## config.mk

```make
export PLATFORM = sky130hd
export DESIGN_NAME = btn_event_bank
export DESIGN_NICKNAME = d
export VERILOG_FILES = /design/src/rtl/btn_pkg.sv /design/src/rtl/btn_channel.sv /design/src/rtl/btn_event_bank.sv
export SDC_FILE = /design/constraint.sdc
export NUM_CORES = 1
export LEC_CHECK = 0
export CAP_MARGIN = 20
export CORE_MARGIN = 2
export CORE_UTILIZATION = 25
export DETAILED_ROUTE_END_ITERATION = 16
export HOLD_SLACK_MARGIN = 0.06
export PLACE_DENSITY = 0.38
export SLEW_MARGIN = 10
export SYNTH_ARGS = -nofsm -noshare
export SYNTH_HDL_FRONTEND = slang
export SYNTH_SLANG_ARGS = --single-unit
```

## constraint.sdc

```tcl
create_clock -name sys_clk -period 3.4 [get_ports sys_clk]
set_clock_uncertainty 0.1 [all_clocks]
set_input_delay 0.34 -clock sys_clk [delete_from_list [all_inputs] [get_ports sys_clk]]
set_output_delay 0.34 -clock sys_clk [all_outputs]
set_load 0.005 [all_outputs]
```

## src/rtl/btn_pkg.sv

```systemverilog
// Shared types and width helpers for the button event bank.
// Holds the per-channel FSM encoding and timer width calculations.
package btn_pkg;

    typedef enum logic [1:0] {
        IDLE    = 2'd0,
        PRESSED = 2'd1,
        HELD    = 2'd2
    } btn_state_e;

    function automatic int cw(input int n);
        return (n > 1) ? $clog2(n) : 1;
    endfunction

    localparam int DB_W   = $clog2(1000000);
    localparam int HOLD_W = $clog2(50000000);
    localparam int REP_W  = $clog2(10000000);

endpackage

```

## src/rtl/btn_channel.sv

```systemverilog
// One button channel: synchroniser, debounce, press/hold/repeat FSM
// and a wrapping press counter.
module btn_channel
    import btn_pkg::*;
#(
    parameter int SYNC_STAGES   = 2,
    parameter int DB_CYCLES     = 1000000,
    parameter int HOLD_CYCLES   = 50000000,
    parameter int REPEAT_CYCLES = 10000000,
    parameter int CNT_WIDTH     = 16
) (
    input  logic                 clk,
    input  logic                 rst_n,
    input  logic                 btn,
    input  logic                 repeat_en,
    input  logic                 cnt_clr,
    output logic                 level,
    output logic                 press_pulse,
    output logic                 release_pulse,
    output logic                 hold,
    output logic                 repeat_pulse,
    output logic [CNT_WIDTH-1:0] press_cnt
);

    localparam int DW = cw(DB_CYCLES);
    localparam int HW = cw(HOLD_CYCLES);
    localparam int RW = cw(REPEAT_CYCLES);

    logic [SYNC_STAGES-1:0] sr;
    logic                   sync;
    logic [DW-1:0]          db_cnt;
    logic [HW-1:0]          hold_t, hold_d;
    logic [RW-1:0]          rep_t, rep_d;
    btn_state_e             state_q, state_d;
    logic                   flip, rise, fall, rep_fire;

    assign sync = sr[SYNC_STAGES-1];
    assign flip = (sync != level) && (db_cnt == DW'(DB_CYCLES - 1));
    assign rise = flip && !level;
    assign fall = flip && level;
    assign hold = (state_q == HELD);

    always_ff @(posedge clk or negedge rst_n) begin
        if (!rst_n) begin
            sr     <= '0;
            level  <= 1'b0;
            db_cnt <= '0;
        end else begin
            sr <= {sr[SYNC_STAGES-2:0], btn};
            if (sync == level) begin
                db_cnt <= '0;
            end else if (flip) begin
                level  <= ~level;
                db_cnt <= '0;
            end else begin
                db_cnt <= db_cnt + 1'b1;
            end
        end
    end

    // A debounced fall is checked first so it beats a same-cycle repeat expiry.
    always_comb begin
        state_d  = state_q;
        hold_d   = hold_t;
        rep_d    = rep_t;
        rep_fire = 1'b0;
        unique case (state_q)
            IDLE: begin
                if (rise) begin
                    state_d = PRESSED;
                    hold_d  = '0;
                end
            end
            PRESSED: begin
                if (fall) begin
                    state_d = IDLE;
                end else if (hold_t == HW'(HOLD_CYCLES - 1)) begin
                    state_d = HELD;
                    rep_d   = '0;
                end else begin
                    hold_d = hold_t + 1'b1;
                end
            end
            HELD: begin
                if (fall) begin
                    state_d = IDLE;
                end else if (!repeat_en) begin
                    rep_d = '0;
                end else if (rep_t == RW'(REPEAT_CYCLES - 1)) begin
                    rep_fire = 1'b1;
                    rep_d    = '0;
                end else begin
                    rep_d = rep_t + 1'b1;
                end
            end
            default: state_d = IDLE;
        endcase
    end

    always_ff @(posedge clk or negedge rst_n) begin
        if (!rst_n) begin
            state_q       <= IDLE;
            hold_t        <= '0;
            rep_t         <= '0;
            press_pulse   <= 1'b0;
            release_pulse <= 1'b0;
            repeat_pulse  <= 1'b0;
            press_cnt     <= '0;
        end else begin
            state_q       <= state_d;
            hold_t        <= hold_d;
            rep_t         <= rep_d;
            press_pulse   <= rise;
            release_pulse <= fall;
            repeat_pulse  <= rep_fire;
            if (cnt_clr) begin
                press_cnt <= '0;
            end else if (press_pulse || repeat_pulse) begin
                press_cnt <= press_cnt + 1'b1;
            end
        end
    end

endmodule

```

## src/rtl/btn_event_bank.sv

```systemverilog
// Multi-channel button front end; replicates btn_channel and packs
// the per-channel results into flat output vectors.
module btn_event_bank
    import btn_pkg::*;
#(
    parameter int NUM_BTN       = 3,
    parameter int SYNC_STAGES   = 2,
    parameter int DB_CYCLES     = 1000000,
    parameter int HOLD_CYCLES   = 50000000,
    parameter int REPEAT_CYCLES = 10000000,
    parameter int CNT_WIDTH     = 16
) (
    input  logic                         sys_clk,
    input  logic                         sys_rst_n,
    input  logic [NUM_BTN-1:0]           btn_in,
    input  logic [NUM_BTN-1:0]           repeat_en,
    input  logic [NUM_BTN-1:0]           cnt_clr,
    output logic [NUM_BTN-1:0]           level,
    output logic [NUM_BTN-1:0]           press_pulse,
    output logic [NUM_BTN-1:0]           release_pulse,
    output logic [NUM_BTN-1:0]           hold,
    output logic [NUM_BTN-1:0]           repeat_pulse,
    output logic [NUM_BTN*CNT_WIDTH-1:0] press_cnt
);

    for (genvar i = 0; i < NUM_BTN; i++) begin : g_ch
        btn_channel #(
            .SYNC_STAGES  (SYNC_STAGES),
            .DB_CYCLES    (DB_CYCLES),
            .HOLD_CYCLES  (HOLD_CYCLES),
            .REPEAT_CYCLES(REPEAT_CYCLES),
            .CNT_WIDTH    (CNT_WIDTH)
        ) u_ch (
            .clk          (sys_clk),
            .rst_n        (sys_rst_n),
            .btn          (btn_in[i]),
            .repeat_en    (repeat_en[i]),
            .cnt_clr      (cnt_clr[i]),
            .level        (level[i]),
            .press_pulse  (press_pulse[i]),
            .release_pulse(release_pulse[i]),
            .hold         (hold[i]),
            .repeat_pulse (repeat_pulse[i]),
            .press_cnt    (press_cnt[i*CNT_WIDTH +: CNT_WIDTH])
        );
    end

endmodule

```

==> flow_metrics.tcl, run 1 <==
set metrics [dict create \
    synth-simple-area-share_pct 28.2 \
    drv_cap 0 \
    grt_pass1_wl_microns 71100 \
    root_buffer "clkbuf_16" \
    final_common_cell "dfrtp_1" \
    place_ws_ns 0.358 \
    routed_via_density 5.18 \
    hold_violations 0 \
    power_switching_mw 1.69 \
    comb_power_share_pct 1.7 \
    max_freq_mhz 329 \
    grt_overflow 0 \
    slew_headroom_pct 35.3 \
    synthesis.nets 1715 \
    power.internal_mw 5.85 \
    clkPwrFrac_pct 53.4 \
    hpwl_microns 27800 \
    grt.total_usage_pct 13.5 \
    powerDensity_mw_per_mm2 413 \
    crit_type "flip-flop to flip-flop" \
    cts_buffer_depth 3 \
    drt_wl_total_microns 42300 \
    initial_core_util_pct 25.3 \
    synth_top_family_by_area "simple AND/OR/NAND/NOR gates" \
    worstMarginPinSlew_ns 0.962 \
    cts_made_buffers 39 \
    required_ns 3.68 \
    swShare_pct 22.4 \
    synth_ff_type "dfrtp_1" \
    ys_warn_count 0 \
    route.detailed.drc 0 \
    drt_iter0_drc 797 \
    clkTransAtPathRegs_ns 0.05 \
    postLayoutCellArea_sq_mm 0.0183 \
    postLayoutCoreUtil_pct 30.2 \
    yosysUniqueCellTypes 61 \
    setup_viol 0 \
    num-nets-final 1776 \
    antenna_left 0 \
    synthAdderAreaFrac_pct 0.981 \
    setup_ws_ns 0.361 \
    async_flop_share_pct 100 \
    cts.repair.resized 0 \
    gp_congestion 0.763 \
    ioPinCount 74 \
    ys_seq_elements 282 \
    tritoncts "done" \
    seq_area_frac_synth_pct 46.1 \
    hold_ws_ns 0.135 \
    first_global_vias 13000 \
    post_drt_wl_per_cell_microns 16.5 \
    clkLatencyLatePin_ns 0.55 \
    worstHoldPathType "input port to flip-flop" \
    core_region_area_sq_mm 0.0605 \
    fp-row-count 90 \
    antenna_found_initial 0 \
    numClockSinks 282 \
    syn_avg_cell_area_sq_um 9.05 \
    synthMuxAreaShare_pct 0.204 \
    grt_max_degree 75 \
    die_h_microns 251 \
    syn_area_sq_mm 0.0153 \
    fin_crit_sh_pct 89.4 \
    dpl_cell_area_sq_mm 0.0170 \
    fillers 6273 \
    area.growth.synth_to_final_pct 19.2 \
    synth_edf_count 0 \
    start_kind "flip-flop" \
    min_period_ns 3.04 \
    fin_setup_tns_ns 0 \
    dr.pass1.iters 5 \
    power_leakage_nw 7.05 \
    drv_slew 0 \
    synthCells 1692 \
    drive_gt1_share_pct 7.80 \
    io_buffers 73 \
    final_cell_mix "dfrtp_1, nor2_1, nand2_1" \
    htree_levels 2 \
    seq_power_share_pct 44.8 \
    status "finished, final reports clean" \
    critPathCaptureType "flip-flop" \
    n_antenna_cell 0 \
    dieArea_sq_mm 0.0632 \
    arrival_ns 3.32 \
    synth_xor_xnor_area_share_pct 5.66 \
    die_w_microns 251 \
    crit_path_max_fanout 17 \
    vias 13300 \
    synth_compound_area_share_pct 14.5 \
    rsz0062_at_grt "no" \
    peakVddDrop_v 0.000249 \
]
==> worst max-delay path, stage by stage, from the launching register on <==
cell,delay (ns)
dfrtp_1,0.42
or4b_1,0.54
or4_4,0.45
o21a_1,0.20
or4_1,0.71
inv_4,0.30
o221ai_1,0.15
==> final timing paths <==
path                                                   startpoint                                    end  slack, ns  cells after the start
min in group asynchronous                               sys_rst_n  g_ch[0].u_ch.press_cnt[8]$_DFFE_PN0P_       0.26                      2
worst max register to register  g_ch[1].u_ch.db_cnt[12]$_DFF_PN0_    g_ch[1].u_ch.hold_t[18]$_DFFE_PN0P_       0.36                      6
worst max-delay path            g_ch[1].u_ch.db_cnt[12]$_DFF_PN0_    g_ch[1].u_ch.hold_t[18]$_DFFE_PN0P_       0.36                      6
max in group asynchronous                               sys_rst_n    g_ch[1].u_ch.hold_t[19]$_DFFE_PN0P_       2.07                      3
worst min register to register       g_ch[0].u_ch.sr[0]$_DFF_PN0_           g_ch[0].u_ch.sr[1]$_DFF_PN0_       0.25                      0
worst min-delay path                                    btn_in[1]           g_ch[1].u_ch.sr[0]$_DFF_PN0_       0.14                      1
==> power by group through the flow <==
stage	Clock (mW)	Combinational [mW]	Sequential, mW
floorplan	0	0.0305	3.44
global placement	0	0.142	3.44
detailed placement	0	0.141	3.44
CTS	4.23	0.142	3.38
global route	4.35	0.156	3.38
finish	4.03	0.131	3.38
==> synthesized netlist by cell type, drive strengths merged, types with 10 or more instances <==
cell | number | share of area (%)
a221o | 20 | 1.3
and2 | 14 | 0.57
dfrtp | 282 | 46
inv | 61 | 1.5
xnor2 | 48 | 2.7
clkbuf | 70 | 1.7
ha | 12 | 0.98
a31oi | 114 | 4.7
nand2b | 11 | 0.45
o211ai | 17 | 0.83
o221ai | 22 | 1.3
or4 | 12 | 0.61
and3 | 52 | 2.1
o311ai | 14 | 0.80
nand3 | 132 | 4.3
buf | 27 | 1.1
o21ai | 59 | 1.9
or4b | 10 | 0.65
and4 | 31 | 1.8
a21oi | 20 | 0.65
nor3 | 59 | 1.9
or3 | 17 | 0.69
nand2 | 139 | 3.4
nor2 | 170 | 4.2
nor4 | 46 | 1.9
nand4 | 78 | 3.2
xor2 | 51 | 2.9
==> timing repair <==
| action | in CTS | in global routing |
|---|---|---|
| hold endpoints to repair | 69 | 0 |
| buffers inserted | 0 | 0 |
| hold buffers | 1 | 0 |
==> routing by layer <==
layer,track usage [%],share of wire (%),vias up
li1,-,-,6458
met2,21.1,45,277
met3,2.34,4.2,57
met5,0,0,-
met1,19.2,49,6492
met4,3.72,2.1,0
==> kinds of logic (layout without fill, tap and decap cells) <==
logic type / Yosys count / after routing
AND/OR/NAND/NOR: 816 / 816
AO/OA/AOI/OAI: 320 / 320
flip-flops: 282 / 282
buffers and inverters: 160 / 250
XOR/XNOR: 99 / 99
adder cells (fa/ha/maj): 12 / 12
multiplexers: 3 / 3
==> per-stage QoR <==
stage	power (mW)	cells
4_1_cts	7.75	2562
5_1_grt	7.89	2564
3_5_place_dp	3.58	2491
3_3_place_gp	3.58	2491
6_report	7.54	2564
2_1_floorplan	3.47	1692
==> cell type report <==
class	count	area, sq um	area share [%]
Clock inverter	13	104	0.569
Sequential cell	282	7060	38.7
Inverter	63	239	1.31
Multi-Input combinational cell	1250	7590	41.6
Timing Repair Buffer	117	1110	6.10
Clock buffer	57	1160	6.38
Tap cell	782	978	5.36
==> registers in the layout, summed over array words and instances, names as in the netlist <==
register and flops:
g_ch.u_ch.hold_t 78, g_ch.u_ch.level 3, g_ch.u_ch.db_cnt 60, g_ch.u_ch.state_q 6, g_ch.u_ch.press_pulse 3, g_ch.u_ch.release_pulse 3, g_ch.u_ch.press_cnt 48, g_ch.u_ch.sr 6
g_ch.u_ch.rep_t 72, g_ch.u_ch.repeat_pulse 3
Power figures use the tool's default switching activity.
==> run 2: changes to the inputs <==
Settings changed: PLACE_DENSITY 0.38 to 0.39.
Clock period 3.4 ns to 2.7 ns, I/O delays scaled along.
==> flow_metrics.tcl, run 2 (same netlist as run 1, synthesis figures left out) <==
set metrics [dict create \
    status "finished with violations" \
    failed_checks "setup timing" \
    fin_setup_tns_ns -0.0257 \
    postLayoutCellArea_sq_mm 0.0187 \
    crit_type "flip-flop to flip-flop" \
    arrival_ns 3.04 \
    drt_wl_total_microns 44000 \
    fin_crit_sh_pct 100 \
    setup_viol 5 \
    powerDensity_mw_per_mm2 507 \
    hold_violations 0 \
    tritoncts "done" \
    core_region_area_sq_mm 0.0605 \
    dr.pass1.iters 5 \
    num-nets-final 1826 \
    drv_cap 0 \
    root_buffer "clkbuf_16" \
    post_drt_wl_per_cell_microns 16.9 \
    die_w_microns 251 \
    antenna_found_initial 0 \
    crit_path_max_fanout 5 \
    clkTransAtPathRegs_ns 0.06 \
    min_period_ns 2.71 \
    reg.largest.list "g_ch.u_ch.hold_t: 78 flops, g_ch.u_ch.rep_t: 72 flops, g_ch.u_ch.db_cnt: 60 flops" \
    grt_pass1_wl_microns 73500 \
    start_kind "flip-flop" \
    area.growth.synth_to_final_pct 21.8 \
    io_buffers 73 \
    initial_core_util_pct 25.3 \
    first_global_vias 13400 \
    largest_register_ffs 78 \
    fp-row-count 90 \
    route.detailed.drc 0 \
    vias 13400 \
    place_ws_ns -0.0411 \
    numClockSinks 282 \
    power_mw 9.46 \
    place_inst 2538 \
    rsz0062_at_grt "yes" \
    setup_ws_ns -0.0107 \
    slew_headroom_pct 52.9 \
    postLayoutCoreUtil_pct 30.8 \
    stdcell_count 2609 \
    n_antenna_cell 0 \
    worstMarginPinSlew_ns 0.704 \
    ioPinCount 74 \
    largest_register "g_ch.u_ch.hold_t" \
    power_leakage_nw 7.30 \
    hold_ws_ns 0.171 \
    dpl_cell_area_sq_mm 0.0174 \
    hpwl_microns 29700 \
    grt.total_usage_pct 14.1 \
    required_ns 3.03 \
    drive_gt1_share_pct 9.96 \
    htree_levels 2 \
    gp_congestion 0.772 \
    antenna_left 0 \
    cts_made_buffers 39 \
    final_cell_mix "dfrtp_1, nor2_1, nand2_1" \
    worstHoldPathType "input port to async pin" \
    routed_via_density 5.14 \
    grt_max_degree 68 \
    drt_iter0_drc 635 \
    critPathCaptureType "flip-flop" \
    clkLatencyLatePin_ns 0.55 \
    cts_buffer_depth 3 \
    grt_overflow 0 \
    final_common_cell "dfrtp_1" \
    dieArea_sq_mm 0.0632 \
    die_h_microns 251 \
    max_freq_mhz 369 \
    drv_slew 0 \
    peakVddDrop_v 0.000341 \
]
## run 2: cell types whose count changed in the layout (fill, tap and decap cells not counted), sizes merged
cell	before	now
buf	44	91
clkinv	11	6
dlygate4sd3	1	4
clkbuf	57	55
bufinv	1	2
inv	63	64
## run 2: what timing repair did
| action | 4_1_cts | 5_1_grt |
|---|---|---|
| pin swaps | 0 | 1 |
| gates cloned | 0 | 1 |
| setup endpoints to repair | 23 | 33 |
| resized for setup | 3 | 7 |
| buffers inserted | 0 | 1 |
| endpoints found under the hold margin | 100 | 0 |
| hold buffers | 4 | 0 |
## run 2: per-layer routing
metal | global-route usage [%] | vias to the layer above | part of all wire, %
li1 | - | 6560 | -
met1 | 19.5 | 6581 | 49
met2 | 22.1 | 219 | 45
met3 | 3.34 | 48 | 5.1
met4 | 3.50 | 0 | 1.8
met5 | 0 | - | 0
## run 2: path summary, 6_finish.rpt
check                                                  from                                   to  slack (ns)  cells after the start
min                                               sys_rst_n  g_ch[0].u_ch.hold_t[12]$_DFFE_PN0P_        0.17                      2
min reg2reg                    g_ch[1].u_ch.sr[0]$_DFF_PN0_         g_ch[1].u_ch.sr[1]$_DFF_PN0_        0.25                      0
max reg2reg                g_ch[1].u_ch.db_cnt[8]$_DFF_PN0_  g_ch[1].u_ch.hold_t[13]$_DFFE_PN0P_       -0.01                      6
max                        g_ch[1].u_ch.db_cnt[8]$_DFF_PN0_  g_ch[1].u_ch.hold_t[13]$_DFFE_PN0P_       -0.01                      6
min in group sys_clk           g_ch[1].u_ch.sr[0]$_DFF_PN0_         g_ch[1].u_ch.sr[1]$_DFF_PN0_        0.25                      0
max in group asynchronous                         sys_rst_n  g_ch[1].u_ch.state_q[0]$_DFFE_PN0P_        1.40                      3
## run 2: where the power goes
group | internal [mW] | switching (mW) | leakage [nW] | total, mW
clock network | 3.03 | 1.99 | 0.599 | 5.02
registers | 4.25 | 0.0134 | 3.82 | 4.26
logic | 0.0490 | 0.130 | 2.88 | 0.179
total | 7.32 | 2.13 | 7.30 | 9.46
## run 2: final cells by class
cell class                 count  area (sq um)
multi-input combinational   1250          7610
timing repair buffer         167          1550
fill                        6313         41800
clock inverter                10           114
inverter                      63           244
tap                          782           978
sequential                   282          7060
clock buffer                  55          1110
## run 2: worst max-delay path: stages, from the launching register on
cell and delay (ns):
dfrtp_1 0.38, or4b_4 0.54, or4_4 0.44, o21a_1 0.19, or4_4 0.44, buf_6 0.15
a221o_1 0.35
==> run 3: changes to the inputs <==
Clock period 2.7 ns to 2.22 ns, I/O delays scaled along.
==> flow_metrics.tcl, run 3 (same netlist as run 1, synthesis figures left out) <==
set metrics [dict create \
    status "finished with violations" \
    failed_checks "setup timing" \
    drv_slew 0 \
    antenna_left 0 \
    arrival_ns 3.04 \
    hpwl_microns 30400 \
    dr.pass1.iters 5 \
    start_kind "flip-flop" \
    path_buf_inv 1 \
    dieArea_sq_mm 0.0632 \
    routed_via_density 5.08 \
    htree_levels 2 \
    clkLatencyLatePin_ns 0.55 \
    first_global_vias 14500 \
    worst_r2r_endpoint "g_ch[1].u_ch.hold_t[13]$_DFFE_PN0P_" \
    tritoncts "done" \
    setup_viol 118 \
    min_period_ns 2.72 \
    drive_gt1_share_pct 25.5 \
    final_common_cell "dfrtp_1" \
    postLayoutCellArea_sq_mm 0.0219 \
    fillers 6089 \
    ioPinCount 74 \
    fin_crit_sh_pct 122 \
    crit_path_max_fanout 5 \
    setup_ws_ns -0.497 \
    power_leakage_nw 8.85 \
    r2r_cells 6 \
    route.detailed.drc 0 \
    timing.rr.start "g_ch[1].u_ch.db_cnt[8]$_DFF_PN0_" \
    max_freq_mhz 368 \
    final_cell_mix "dfrtp_1, buf_4, nor2_1" \
    area.growth.synth_to_final_pct 43.3 \
    crit_chain "or4b_4, or4_4, o21a_1, or4_4, buf_6, a221o_1" \
    vias 14400 \
    gp_congestion 0.807 \
    cts_made_buffers 37 \
    crit_cells 6 \
    critPathCaptureType "flip-flop" \
    peakVddDrop_v 0.000406 \
    largest_register "g_ch.u_ch.hold_t" \
    ff2ff_setup_slack_ns -0.50 \
    num-nets-final 2053 \
    crit_type "flip-flop to flip-flop" \
    post_drt_wl_per_cell_microns 16.8 \
    grt_pass1_wl_microns 77300 \
    crit_path_max_incr_delay_ns 0.54 \
    place_ws_ns -0.514 \
    reg.largest.list "g_ch.u_ch.hold_t: 78 flops, g_ch.u_ch.rep_t: 72 flops, g_ch.u_ch.db_cnt: 60 flops" \
    n_antenna_cell 0 \
    grt_overflow 0 \
    largest_register_ffs 78 \
    numClockSinks 282 \
    core_region_area_sq_mm 0.0605 \
    crit_top_cell "or4_4" \
    io_buffers 73 \
    worstHoldPathType "input port to async pin" \
    grt.total_usage_pct 14.8 \
    grt_max_degree 73 \
    cts_buffer_depth 3 \
    worstMarginPinSlew_ns 0.695 \
    drt_wl_total_microns 47600 \
    cpLargestDelayFamily "simple AND/OR/NAND/NOR gates" \
    required_ns 2.54 \
    hold_ws_ns 0.197 \
    dpl_cell_area_sq_mm 0.0189 \
    die_h_microns 251 \
    initial_core_util_pct 25.3 \
    drv_cap 0 \
    antenna_found_initial 0 \
    powerDensity_mw_per_mm2 524 \
    slew_headroom_pct 53.3 \
    die_w_microns 251 \
    hold_violations 0 \
    fp-row-count 90 \
    clkTransAtPathRegs_ns 0.06 \
    root_buffer "clkbuf_16" \
    rsz0062_at_grt "yes" \
    drt_iter0_drc 706 \
    crit_slowest_cell "or4b_4" \
]
==> run 3: worst max-delay path by stage <==
| stage | from | to | slack [ns] |
|---|---|---|---|
| 6_report | g_ch[1].u_ch.db_cnt[8]$_DFF_PN0_ | g_ch[1].u_ch.hold_t[13]$_DFFE_PN0P_ | -0.50 |
| 5_1_grt | g_ch[1].u_ch.db_cnt[8]$_DFF_PN0_ | g_ch[1].u_ch.hold_t[19]$_DFFE_PN0P_ | -0.57 |
| 4_1_cts | g_ch[1].u_ch.db_cnt[8]$_DFF_PN0_ | g_ch[1].u_ch.hold_t[15]$_DFFE_PN0P_ | -0.51 |
| 3_5_place_dp | g_ch[1].u_ch.db_cnt[8]$_DFF_PN0_ | g_ch[1].u_ch.hold_t[18]$_DFFE_PN0P_ | -0.51 |
| 3_3_place_gp | g_ch[1].u_ch.db_cnt[8]$_DFF_PN0_ | g_ch[1].u_ch.hold_t[11]$_DFFE_PN0P_ | -0.54 |
| 2_1_floorplan | g_ch[1].u_ch.db_cnt[8]$_DFF_PN0_ | g_ch[1].u_ch.hold_t[4]$_DFFE_PN0P_ | -0.42 |
==> run 3: through the flow <==
step | total power [mW] | cells | util (%) | TNS, ns
2_1_floorplan | 5.32 | 1692 | - | -14.78
3_3_place_gp | 5.52 | 2720 | 31.2 | -31.84
3_5_place_dp | 5.52 | 2720 | 31.2 | -29.33
4_1_cts | 11.7 | 2815 | 34.5 | -23.72
5_1_grt | 12.0 | 2837 | 36.3 | -37.59
6_report | 11.5 | 2837 | 36.3 | -24.55
==> run 3: where the power goes <==
group | internal [mW] | switching, mW
Combinational | 0.100 | 0.181
Sequential | 5.16 | 0.0125
Clock | 3.63 | 2.40
Total | 8.89 | 2.60
==> run 3: area by class of cell <==
cell class	instances	area [sq um]	share of cell area [%]
clock buffers	53	1090	4.96
clock inverters	11	111	0.508
inverters	63	262	1.19
multi-input cells	1253	8690	39.6
flip-flops and latches	282	7060	32.2
well taps	782	978	4.46
repair buffers	393	3750	17.1
==> run 3: what timing repair did <==
item / CTS / global route
cloned: 12 / 8
setup endpoints to repair: 130 / 193
hold buffers: 5 / 0
pin swaps: 46 / 46
setup buffers: 16 / 19
hold endpoints to repair: 285 / 0
gates resized for setup: 69 / 163
==> run 3: worst min-delay path: cells and delay by family <==
kind / cells / cell delay, ns
buf+inv: 3 / 0.97
==> run 3: metal layers <==
layer	vias to the layer above	GRT usage [%]	share of wire [%]
li1	7028	-	-
met1	7127	20.0	48
met2	190	24.6	47
met3	62	2.11	3.0
met4	0	4.06	2.0
met5	-	0	0
